### src/rtl/mipi_mon_pkg.sv
// mipi_mon_pkg: shared FSM state encoding, register offsets and saturating-increment helper for the MIPI VC monitor
package mipi_mon_pkg;
  typedef enum logic [1:0] {IDLE = 2'd0, WAIT_VS = 2'd1, ACTIVE = 2'd2, LOCKED = 2'd3} vc_state_e;
  localparam logic [14:0] OFF_CTRL = 15'd0;
  localparam logic [14:0] OFF_STICKY = 15'd1;
  localparam logic [14:0] OFF_MASK = 15'd2;
  localparam logic [14:0] OFF_STAT = 15'd3;
  localparam logic [14:0] OFF_VC = 15'd4;
  function automatic logic [31:0] sat_inc(input logic [31:0] v, input int unsigned w);
    return (v == (32'hFFFF_FFFF >> (32 - w))) ? v : v + 32'd1;
  endfunction
endpackage

### src/rtl/mipi_vc_mon_if.sv
// mipi_vc_mon_if: MCK register bus (MAD word address, MDI write data, MWE write strobe, MDO read data) with master/slave modports
interface mipi_vc_mon_if;
  logic [14:0] MAD;
  logic [31:0] MDI;
  logic MWE;
  logic [31:0] MDO;
  modport master(output MAD, MDI, MWE, input MDO);
  modport slave(input MAD, MDI, MWE, output MDO);
endinterface

### src/rtl/mipi_vc_trk.sv
// mipi_vc_trk: one VC tracker; ports clk/rst, en_i/clr_i control, vs_i/hs_i syncs, state/lock/frame/lines/stable status, to_o timeout pulse
module mipi_vc_trk
  import mipi_mon_pkg::*;
#(
  parameter int CNT_W = 16,
  parameter int LOCK_FRAMES = 2,
  parameter logic [23:0] TIMEOUT = 24'd2000000
) (
  input  logic clk,
  input  logic rst,
  input  logic en_i,
  input  logic clr_i,
  input  logic vs_i,
  input  logic hs_i,
  output vc_state_e state_o,
  output logic lock_o,
  output logic [CNT_W-1:0] frame_cnt_o,
  output logic [CNT_W-1:0] last_lines_o,
  output logic [3:0] stable_o,
  output logic to_o
);
  localparam logic [3:0] LF = 4'(LOCK_FRAMES);
  vc_state_e state_q, state_d;
  logic vs_q, hs_q, lock_q, vs_rise, hs_rise, run, to;
  logic [CNT_W-1:0] line_q, line_d, frame_q, frame_d, last_q, last_d;
  logic [3:0] stable_q, stable_d;
  logic [23:0] wd_q, wd_d;
  assign vs_rise = vs_i & ~vs_q;
  assign hs_rise = hs_i & ~hs_q;
  assign run = (state_q == ACTIVE) || (state_q == LOCKED);
  assign to = en_i && run && !vs_rise && (wd_q == TIMEOUT - 24'd1);
  always_comb begin
    state_d = state_q;
    line_d = line_q;
    frame_d = frame_q;
    last_d = last_q;
    stable_d = stable_q;
    wd_d = (run && !vs_rise) ? wd_q + 24'd1 : '0;
    if (!en_i) state_d = IDLE;
    else if (state_q == IDLE) state_d = WAIT_VS;
    else if (state_q == WAIT_VS) begin
      if (vs_rise) begin
        state_d = ACTIVE;
        line_d = '0;
      end
    end else if (to) begin
      state_d = WAIT_VS;
      stable_d = '0;
    end else if (vs_rise) begin
      last_d = line_q;
      frame_d = CNT_W'(sat_inc(32'(frame_q), CNT_W));
      stable_d = (line_q == last_q && line_q != '0) ? ((stable_q < LF) ? stable_q + 4'd1 : stable_q) : 4'd1;
      line_d = '0;
      state_d = (stable_d >= LF) ? LOCKED : ACTIVE;
    end else if (hs_rise) line_d = CNT_W'(sat_inc(32'(line_q), CNT_W));
    if (clr_i) begin
      line_d = '0;
      frame_d = '0;
      last_d = '0;
      stable_d = '0;
    end
  end
  always_ff @(posedge clk or posedge rst)
    if (rst) begin
      state_q <= IDLE;
      vs_q <= 1'b0;
      hs_q <= 1'b0;
      lock_q <= 1'b0;
      line_q <= '0;
      frame_q <= '0;
      last_q <= '0;
      stable_q <= '0;
      wd_q <= '0;
    end else begin
      state_q <= state_d;
      vs_q <= vs_i;
      hs_q <= hs_i;
      lock_q <= state_d == LOCKED;
      line_q <= line_d;
      frame_q <= frame_d;
      last_q <= last_d;
      stable_q <= stable_d;
      wd_q <= wd_d;
    end
  assign state_o = state_q;
  assign lock_o = lock_q;
  assign frame_cnt_o = frame_q;
  assign last_lines_o = last_q;
  assign stable_o = stable_q;
  assign to_o = to;
endmodule

### src/rtl/mipi_vc_mon.sv
// mipi_vc_mon: multi-VC MIPI RX monitor; MCK/RST, iVSYNC/iHSYNC/iERROR status in, mb register bus (MDO zero when unaddressed), oVC_LOCK and oERR_IRQ out
module mipi_vc_mon
  import mipi_mon_pkg::*;
#(
  parameter int NUM_VC = 4,
  parameter int ERR_W = 18,
  parameter int CNT_W = 16,
  parameter int LOCK_FRAMES = 2,
  parameter logic [23:0] TIMEOUT = 24'd2000000,
  parameter logic [14:0] BASE_ADDR = 15'h0400
) (
  input  logic MCK,
  input  logic RST,
  input  logic [NUM_VC-1:0] iVSYNC,
  input  logic [NUM_VC-1:0] iHSYNC,
  input  logic [ERR_W-1:0] iERROR,
  mipi_vc_mon_if.slave mb,
  output logic [NUM_VC-1:0] oVC_LOCK,
  output logic oERR_IRQ
);
  localparam int NREG = 4 + 2 * NUM_VC;
  logic [14:0] off;
  logic hit, wr, clr, en_q, unused_mdi;
  logic [ERR_W-1:0] mask_q, sticky_q;
  logic [NUM_VC-1:0] to_q, to_p;
  logic [CNT_W-1:0] evt_q;
  logic [31:0] mdo_q, rdata;
  vc_state_e st [NUM_VC];
  logic [CNT_W-1:0] fc [NUM_VC];
  logic [CNT_W-1:0] ll [NUM_VC];
  logic [3:0] stb [NUM_VC];
  assign off = mb.MAD - BASE_ADDR;
  assign hit = (mb.MAD >= BASE_ADDR) && (off < 15'(NREG));
  assign wr = mb.MWE && hit;
  assign clr = wr && off == OFF_CTRL && mb.MDI[1];
  assign unused_mdi = ^mb.MDI;
  for (genvar v = 0; v < NUM_VC; v++) begin : g_vc
    mipi_vc_trk #(.CNT_W(CNT_W), .LOCK_FRAMES(LOCK_FRAMES), .TIMEOUT(TIMEOUT)) u_trk (
      .clk(MCK), .rst(RST), .en_i(en_q), .clr_i(clr), .vs_i(iVSYNC[v]), .hs_i(iHSYNC[v]),
      .state_o(st[v]), .lock_o(oVC_LOCK[v]), .frame_cnt_o(fc[v]), .last_lines_o(ll[v]),
      .stable_o(stb[v]), .to_o(to_p[v])
    );
  end
  always_comb begin
    rdata = '0;
    if (hit && off == OFF_CTRL) rdata = 32'(en_q);
    if (hit && off == OFF_STICKY) rdata = 32'(sticky_q);
    if (hit && off == OFF_MASK) rdata = 32'(mask_q);
    if (hit && off == OFF_STAT) rdata = {16'(evt_q), 16'(to_q)};
    for (int v = 0; v < NUM_VC; v++) begin
      if (hit && off == OFF_VC + 15'(2 * v)) rdata = {16'(fc[v]), 16'(ll[v])};
      if (hit && off == OFF_VC + 15'(2 * v + 1)) rdata = {20'b0, stb[v], 3'b0, oVC_LOCK[v], 2'b0, st[v]};
    end
  end
  always_ff @(posedge MCK or posedge RST)
    if (RST) begin
      en_q <= 1'b0;
      mask_q <= '0;
      sticky_q <= '0;
      to_q <= '0;
      evt_q <= '0;
      mdo_q <= '0;
    end else begin
      en_q <= (wr && off == OFF_CTRL) ? mb.MDI[0] : en_q;
      mask_q <= (wr && off == OFF_MASK) ? mb.MDI[ERR_W-1:0] : mask_q;
      sticky_q <= clr ? '0 : (sticky_q & ~((wr && off == OFF_STICKY) ? mb.MDI[ERR_W-1:0] : '0)) | iERROR;
      to_q <= clr ? '0 : (to_q & ~((wr && off == OFF_STAT) ? mb.MDI[NUM_VC-1:0] : '0)) | to_p;
      evt_q <= clr ? '0 : (|iERROR) ? CNT_W'(sat_inc(32'(evt_q), CNT_W)) : evt_q;
      mdo_q <= rdata;
    end
  assign mb.MDO = mdo_q;
  assign oERR_IRQ = |(sticky_q & mask_q);
endmodule

### src/flat_wrapper.sv
// flat-port wrapper written by rule: the top's interface ports become plain ports
module mipi_vc_mon_flat import mipi_mon_pkg::*;
#(
  parameter int NUM_VC = 4,
  parameter int ERR_W = 18,
  parameter int CNT_W = 16,
  parameter int LOCK_FRAMES = 2,
  parameter logic [23:0] TIMEOUT = 24'd2000000,
  parameter logic [14:0] BASE_ADDR = 15'h0400
)
  (MCK, RST, iVSYNC, iHSYNC, iERROR, oVC_LOCK, oERR_IRQ, mb_MAD, mb_MDI, mb_MWE, mb_MDO);
  mipi_vc_mon_if mb_i ();
  input  logic MCK;
  input  logic RST;
  input  logic [NUM_VC-1:0] iVSYNC;
  input  logic [NUM_VC-1:0] iHSYNC;
  input  logic [ERR_W-1:0] iERROR;
  output logic [NUM_VC-1:0] oVC_LOCK;
  output logic oERR_IRQ;
  input wire logic [$bits(mb_i.MAD)-1:0] mb_MAD;
  input wire logic [$bits(mb_i.MDI)-1:0] mb_MDI;
  input wire logic [$bits(mb_i.MWE)-1:0] mb_MWE;
  output wire logic [$bits(mb_i.MDO)-1:0] mb_MDO;
  assign mb_i.MAD = mb_MAD;
  assign mb_i.MDI = mb_MDI;
  assign mb_i.MWE = mb_MWE;
  assign mb_MDO = mb_i.MDO;
  mipi_vc_mon #(.NUM_VC(NUM_VC), .ERR_W(ERR_W), .CNT_W(CNT_W), .LOCK_FRAMES(LOCK_FRAMES), .TIMEOUT(TIMEOUT), .BASE_ADDR(BASE_ADDR)) u_core (.MCK(MCK), .RST(RST), .iVSYNC(iVSYNC), .iHSYNC(iHSYNC), .iERROR(iERROR), .mb(mb_i), .oVC_LOCK(oVC_LOCK), .oERR_IRQ(oERR_IRQ));
endmodule
### config.mk
export PLATFORM = sky130hd
export DESIGN_NAME = mipi_vc_mon_flat
export DESIGN_NICKNAME = d
export VERILOG_FILES = /design/src/rtl/mipi_mon_pkg.sv /design/src/rtl/mipi_vc_mon_if.sv /design/src/rtl/mipi_vc_trk.sv /design/src/rtl/mipi_vc_mon.sv /design/src/flat_wrapper.sv
export SDC_FILE = /design/constraint.sdc
export NUM_CORES = 1
export LEC_CHECK = 0
export ABC_AREA = 1
export BUFFER_PORTS_ARGS = -buffer_cell sky130_fd_sc_hd__buf_2
export CORE_MARGIN = 2
export CORE_UTILIZATION = 45
export CTS_CLUSTER_SIZE = 16
export DETAILED_ROUTE_END_ITERATION = 12
export SYNTH_ARGS = -nofsm -noshare
export SYNTH_HDL_FRONTEND = slang
export SYNTH_SLANG_ARGS = --single-unit
### constraint.sdc
create_clock -name MCK -period 14.3 [get_ports MCK]
set_input_delay 1.43 -clock MCK [delete_from_list [all_inputs] [get_ports MCK]]
set_output_delay 1.43 -clock MCK [all_outputs]
set_load 0.05 [all_outputs]
### Yosys cells after proc, flatten, opt, wreduce, memory -nomap -nowiden

Index checks and enable logic that the tools add are counted.

| cells by class | value |
|---|---|
| add/sub/neg operators | 18 |
| magnitude comparators | 10 |
| reduce and logical (&&, ||, !) cells | 89 |
| multiplexer cells | 171 |
| equal/unequal tests | 73 |
| bitwise operators | 23 |

Operators with widths:

| operator | number |
|---|---|
| 16-bit 2-to-1 mux | 91 |
| 32-bit 2-to-1 mux | 9 |
| 16-bit by 1-bit adder with 16-bit output (second input constant) | 9 |
| 16-bit == test (second input constant) | 9 |
| 4-bit 2-to-1 mux | 34 |
| 24-bit by 1-bit adder with 24-bit output (second input constant) | 4 |
| 24-bit by 21-bit == test with 1-bit output (second input constant) | 4 |
| 24-bit 2-to-1 mux | 4 |
| 18-bit 2-to-1 mux | 4 |
| 16-bit == test | 4 |
| 16-bit nonzero test | 4 |
| 15-bit by 3-bit == test with 1-bit output (second input constant) | 4 |
| 15-bit by 4-bit == test with 1-bit output (second input constant) | 4 |
| 2-bit 2-to-1 mux | 24 |
| 6-bit AND reduction | 8 |
| 1-bit logical AND | 39 |
| 18-bit bitwise AND | 2 |
| 18-bit OR reduction | 2 |
| 2-bit by 1-bit inequality test with 1-bit output (second input constant) | 17 |
| 15-bit by 2-bit == test with 1-bit output (second input constant) | 2 |
| 2-bit == test (second input constant) | 12 |
| 5-bit AND reduction | 4 |
| 18-bit NOT | 1 |
| 18-bit bitwise OR | 1 |
| 26 further kinds | 88 |

| storage, ports and cells | value |
|---|---|
| input bits | 76 |
| register bits after elaboration | 413 |
| logic and storage cells | 426 |
| output and inout bits | 37 |

### Depth between registers and ports, before layout

| depth | value |
|---|---|
| depth in word-level cells | 16 |
| depth in mapped cells | 21 |
| gate-level depth less buffers | 20 |

### Hierarchy

From an unflattened synthesis, not the netlist that was laid out.

| unflattened totals | value |
|---|---|
| cell total of the unflattened synthesis | 3391 |
| area total of the unflattened synthesis | 25346.8 µm² |

By module, submodules not included:

| module | seq. area each (µm²) | times used | area each (µm²) | cells an instance |
|---|---|---|---|---|
| mipi_vc_trk at u_core.g_vc[0].u_trk ... | 2026.9 | 3 | 4909.7 | 646 |
| mipi_vc_mon | 2227.1 | 1 | 5738.0 | 791 |
| mipi_vc_trk at u_core.g_vc[3].u_trk | 2026.9 | 1 | 4879.7 | 662 |

### Least setup slack after synthesis

No wires, ideal clock.

| timing path | value |
|---|---|
| kind | input to register |
| from | in mb_MAD[11] |
| to | reg u_core.g_vc[2].u_trk.frame_q[12] |
| path slack | 10.810 ns |
| data arrival time | 3.373 ns |
| stages on the path | 20 |
| data required time | 14.183 ns |
| cell sequence | inv_1 > ha_1 > inv_1 > nor2_1 > nand2_1 > nor2_1 > nand3_1 > nor2_4 > nand3_2 > nor2_2 > buf_4 > nor2_2 > inv_2 > nand2_2 > a21oi_4 > nand2_1 > nor2_1 > nand2_1 > nand2_1 > nor2_1 |

| between the ends | value |
|---|---|
| longest elaborated chain between the ends | 8 |
| elaborated cells on any way between the ends | 16 |
| classes of those cells | add/sub: 1; order compare: 2; eq/ne: 4; mux: 1; reduce/logical: 8 |

Ends and longest elaborated chain:

| element | line | text |
|---|---|---|
| start, declared | flat_wrapper.sv:20 | `input wire logic [$bits(mb_i.MAD)-1:0] mb_MAD;` |
| 15-bit by 11-bit subtractor with 15-bit output | mipi_vc_mon.sv:32 | `assign off = mb.MAD - BASE_ADDR;` |
| 15-bit by 4-bit < comparator with 1-bit output | mipi_vc_mon.sv:33 | `assign hit = (mb.MAD >= BASE_ADDR) && (off < 15'(NREG));` |
| 1-bit logical AND | mipi_vc_mon.sv:33 |  |
| 1-bit logical AND | mipi_vc_mon.sv:34 | `assign wr = mb.MWE && hit;` |
| 1-bit logical AND (*) (2 in series) | mipi_vc_mon.sv:35 | `assign clr = wr && off == OFF_CTRL && mb.MDI[1];` |
| 2-bit by 1-bit inequality test with 1-bit output (no source line) / 2-bit nonzero test (equally long branches) | -- |  |
| 6-bit AND reduction (no source line) | -- |  |
| end signal, assigned | mipi_vc_trk.sv:80 | `frame_q <= frame_d;` |
| end, declared | mipi_vc_trk.sv:25 | `logic [CNT_W-1:0] line_q, line_d, frame_q, frame_d, last_q, last_d;` |

Every way passes the cells marked *; elsewhere a longest branch is shown, timed or not.
A chain may end at the register's enable or synchronous reset.

### Worst setup path in the final report

| timing path | value |
|---|---|
| from | in mb_MAD[10] |
| to | reg u_core.g_vc[0].u_trk.frame_q[9] |

| between the ends | value |
|---|---|
| longest elaborated chain between the ends | 8 |
| elaborated cells on any way between the ends | 16 |
| classes of those cells | add/sub: 1; order compare: 2; eq/ne: 4; mux: 1; reduce/logical: 8 |

Ends and longest elaborated chain:

| element | line |
|---|---|
| 15-bit by 11-bit subtractor with 15-bit output | mipi_vc_mon.sv:32 |
| 15-bit by 4-bit < comparator with 1-bit output | mipi_vc_mon.sv:33 |
| 1-bit logical AND | mipi_vc_mon.sv:33 |
| 1-bit logical AND | mipi_vc_mon.sv:34 |
| 1-bit logical AND (*) (2 in series) | mipi_vc_mon.sv:35 |
| 2-bit by 1-bit inequality test with 1-bit output (no source line) / 2-bit nonzero test (equally long branches) | -- |
| 6-bit AND reduction (no source line) | -- |
| end signal, assigned | mipi_vc_trk.sv:80 |
| end, declared | mipi_vc_trk.sv:25 |

Marks and branches as above.

==> flow_metrics.env <==
export IMPL_ys_types=63
export IMPL_r2r_slack_ps=10190
export IMPL_viasPerCell=5.648
export IMPL_clk_insertion_delay_late_ps=610
export IMPL_syn2layout_area_growth_pct=11.25
export IMPL_clkTransAtPathRegs_ps=60
export IMPL_postCtsSetupBuffers=0
export IMPL_syn_area_per_cell_um2=7.737
export IMPL_antenna_found_initial=3
export IMPL_tightestPinTransition_ps=1188
export IMPL_fin_util_pct=50.81
export IMPL_relSlewSlack_pct=20.68
export IMPL_wl_met1_um=30090
export IMPL_synth_nets=3067
export IMPL_drt_pass1_iterations=10
export IMPL_period_minus_slack_ps=4938
export IMPL_yosysTopAreaCellShare_pct=45.01
export IMPL_fp_coreArea_um2=50270
export IMPL_max_freq_mhz=202.5
export IMPL_ys_warn_count=0
export IMPL_clock_power_share_pct=49.4
export IMPL_wl_met3_um=4152
export IMPL_critPathArrivalTime_ps=5450
export IMPL_status="complete, but fails checks"
export IMPL_grt_pass1_vias=20064
export IMPL_drive_above_1_share_pct=7.672
export IMPL_power_density_nw_per_um2=99.71
export IMPL_syn_inst=2968
export IMPL_fin_setup_tns_ps=0
export IMPL_postPlaceCellArea_um2=23940
export IMPL_grt_ovfl_total=0
export IMPL_grt_max_degree=166
export IMPL_violations="DRC"
export IMPL_antenna_left=0
export IMPL_numClockSinks=413
export IMPL_top_layer="met5"
export IMPL_timing_final_crit_share_pct=34.53
export IMPL_crit_fanout=36
export IMPL_design_area_um2=25540
export IMPL_io_pins=113
export IMPL_slew_viol_final=0
export IMPL_crit_type="primary input to register"
export IMPL_cts_hold_buffers_added=0
export IMPL_synth_area_um2=22960
export IMPL_synth_ff_type="dfrtp_1"
export IMPL_yosys_area_top_type="dfrtp_1"
export IMPL_fp_row_count=82
export IMPL_vdd_drop_max_mv=0.1023
export IMPL_die_area_um2=52850
export IMPL_gp_congestion=0.9090
export IMPL_drt_wl_total_um=67290
export IMPL_yosysSeqAreaShare_pct=45.01
export IMPL_cp_end_kind="register"
export IMPL_start_kind="primary input"
export IMPL_comb_power_share_pct=3.6
export IMPL_drc=1
export IMPL_numCtsBuffers=49
export IMPL_grt_pass1_wl_um=109200
export IMPL_yosys_top_cells_area="dfrtp_1, nand2_1, inv_1"
export IMPL_initial_utilization_pct=45.67
export IMPL_portBuffers=98
export IMPL_via_count=21033
export IMPL_p_int_mw=1.961
export IMPL_routedWlPerCell_um=18.07
export IMPL_fin_worst_skew_ps=32.74
export IMPL_leakage_nw=11.77
export IMPL_nets=3115
export IMPL_root_buffer="clkbuf_16"
export IMPL_post_cts_resized=0
export IMPL_swShare_pct=23.02
export IMPL_htree_levels=2
export IMPL_hold_viol_final=0
export IMPL_die_w_um=229.9
export IMPL_die_h_um=229.9
export IMPL_max_cap_viol_count=0
export IMPL_wl_met2_um=30960
export IMPL_place_hpwl_um=48760
export IMPL_min_path_type="register to register"
export IMPL_synth_edff_count=0
export IMPL_cp_required_ps=14820
export IMPL_cts_tree="built"
export IMPL_yosys_register_bits=413
export IMPL_async_reset_ff_share_pct=100.0
export IMPL_grt_usage_pct=25.66
export IMPL_setup_violations=0
export IMPL_drt_iter0_drc=2161
export IMPL_netSwitchingPower_uw=586.4
export IMPL_p_seq_share_pct=46.9
export IMPL_rsz0062_at_grt="false"
export IMPL_clockBufferDepth=3
-- logic make-up after synthesis --
family                     count (synthesis)  share of synthesized area, %
AOI/OAI and AO/OA                        541                         13.78
adders and majority gates                 23                         1.253
muxes                                     14                        0.6866
xor gates and xnor gates                 101                         3.885
buffers and inverters                    507                         8.588
and+or+nand+nor                         1369                         26.80
DFF                                      413                         45.01
-- stage by stage --
step	cells	hold slack [ps]	power, mW	setup WS, ps
after CTS	3722	458.4	2.573	9444
final	3724	458.2	2.547	9362
after global placement	3637	438.4	1.307	8865
after floorplan	2968	425.1	1.270	1377
after global routing	3724	478.9	2.635	8968
after detailed placement	3637	450.7	1.309	8820
-- worst max-delay path, cell delays in order --
cell,delay (ps)
buf_2,140
inv_2,70
ha_1,290
inv_1,50
nor2_1,150
nand2_1,70
nor2_1,80
nand3_1,110
nor2_4,340
nand3_2,180
nor2_4,370
buf_4,540
nor2_1,170
inv_2,110
nand2_2,240
a21oi_4,580
nand4_1,220
nand2_1,110
nand2_1,50
nor2_1,100
-- synth_stat cells (7+ instances only) --
library cell,n
a211oi_1,10
a21oi_1,164
a221oi_1,21
a31oi_1,12
and3_1,8
buf_2,30
buf_4,8
clkbuf_1,71
dfrtp_1,413
ha_1,23
inv_1,381
mux2_2,13
nand2_1,511
nand3_1,250
nand4_1,75
nor2_1,281
nor2_2,7
nor3_1,146
nor3b_1,14
nor4_1,56
o2111ai_1,14
o211ai_1,11
o21a_1,12
o21ai_0,208
o21ai_1,18
o221ai_1,13
o22ai_1,18
o31ai_1,11
xnor2_1,26
xor2_1,74
-- state kept, by name, summed over array words and instances, names as in the netlist --
register,cells
u_core.g_vc.u_trk.wd_q,96
u_core.g_vc.u_trk.stable_o,16
u_core.g_vc.u_trk.lock_o,4
u_core.g_vc.u_trk.hs_q,4
u_core.sticky_q,18
u_core.mask_q,18
u_core.to_q,4
u_core.g_vc.u_trk.frame_cnt_o,64
u_core.en_q,1
u_core.evt_q,16
u_core.g_vc.u_trk.last_lines_o,64
u_core.g_vc.u_trk.line_q,64
u_core.g_vc.u_trk.state_o,8
u_core.g_vc.u_trk.vs_q,4
u_core.mb.MDO,32
-- metal layers --
layer	global-route usage (%)	vias to the layer above
met5	0	-
met2	41.11	633
li1	-	10084
met4	8.085	2
met3	3.906	133
met1	35.83	10181
-- power by group through the flow --
stage	Clock [mW]	Combinational, mW	Sequential (mW)
after CTS	1.28	0.0934	1.20
after global placement	0	0.0913	1.22
after floorplan	0	0.0569	1.21
after detailed placement	0	0.0930	1.22
final	1.26	0.0920	1.20
after global routing	1.33	0.105	1.20
-- cell usage in the layout (no fill, tap or decap), types with 6 or more instances in the layout --
cell | netlist | routed
xor2_1 | 74 | 74
clkbuf_1 | 71 | 11
o221ai_1 | 13 | 13
o31ai_1 | 11 | 11
clkinv_2 | 0 | 8
nor2_2 | 7 | 6
nand3_1 | 250 | 250
a21oi_1 | 164 | 164
o21a_1 | 12 | 12
o211ai_1 | 11 | 11
clkbuf_8 | 0 | 10
nor3b_1 | 14 | 14
nand4_1 | 75 | 75
a221oi_1 | 21 | 21
o21ai_0 | 208 | 207
and3_1 | 8 | 8
nor4_1 | 56 | 55
o22ai_1 | 18 | 18
nor3_1 | 146 | 146
mux2_2 | 13 | 13
dfrtp_1 | 413 | 413
o2111ai_1 | 14 | 14
buf_4 | 8 | 13
xnor2_1 | 26 | 26
a31oi_1 | 12 | 12
a211oi_1 | 10 | 10
nor2_1 | 281 | 281
o21ai_1 | 18 | 19
inv_1 | 381 | 380
inv_2 | 6 | 6
ha_1 | 23 | 23
buf_2 | 30 | 98
clkbuf_16 | 0 | 51
nand2_1 | 511 | 511
-- final timing paths --
check | startpoint | endpoint | depth (start not counted)
worst min register to register | u_core.g_vc[1].u_trk.wd_q[0]$_DFF_PP0_ | u_core.g_vc[1].u_trk.wd_q[0]$_DFF_PP0_ | 1
worst min-delay path | u_core.g_vc[1].u_trk.wd_q[0]$_DFF_PP0_ | u_core.g_vc[1].u_trk.wd_q[0]$_DFF_PP0_ | 1
min in group asynchronous | RST | u_core.g_vc[0].u_trk.wd_q[3]$_DFF_PP0_ | 2
worst max-delay path | mb_MAD[10] | u_core.g_vc[0].u_trk.frame_cnt_o[9]$_DFFE_PP0P_ | 20
worst max register to register | u_core.g_vc[2].u_trk.vs_q$_DFF_PP0_ | u_core.g_vc[2].u_trk.line_q[10]$_DFFE_PP0P_ | 12
max in group asynchronous | RST | u_core.g_vc[3].u_trk.last_lines_o[15]$_DFFE_PP0P_ | 4
-- area by class of cell --
cell class | count | area, um^2
clock buffer | 72 | 1455
fill | 4897 | 24730
timing repair buffer | 112 | 608.1
antenna | 2 | 5.005
multi-input combinational | 2048 | 10670
clock inverter | 13 | 147.6
inverter | 392 | 1479
tap | 672 | 840.8
sequential | 413 | 10330
(Power assumes the default switching activity.)
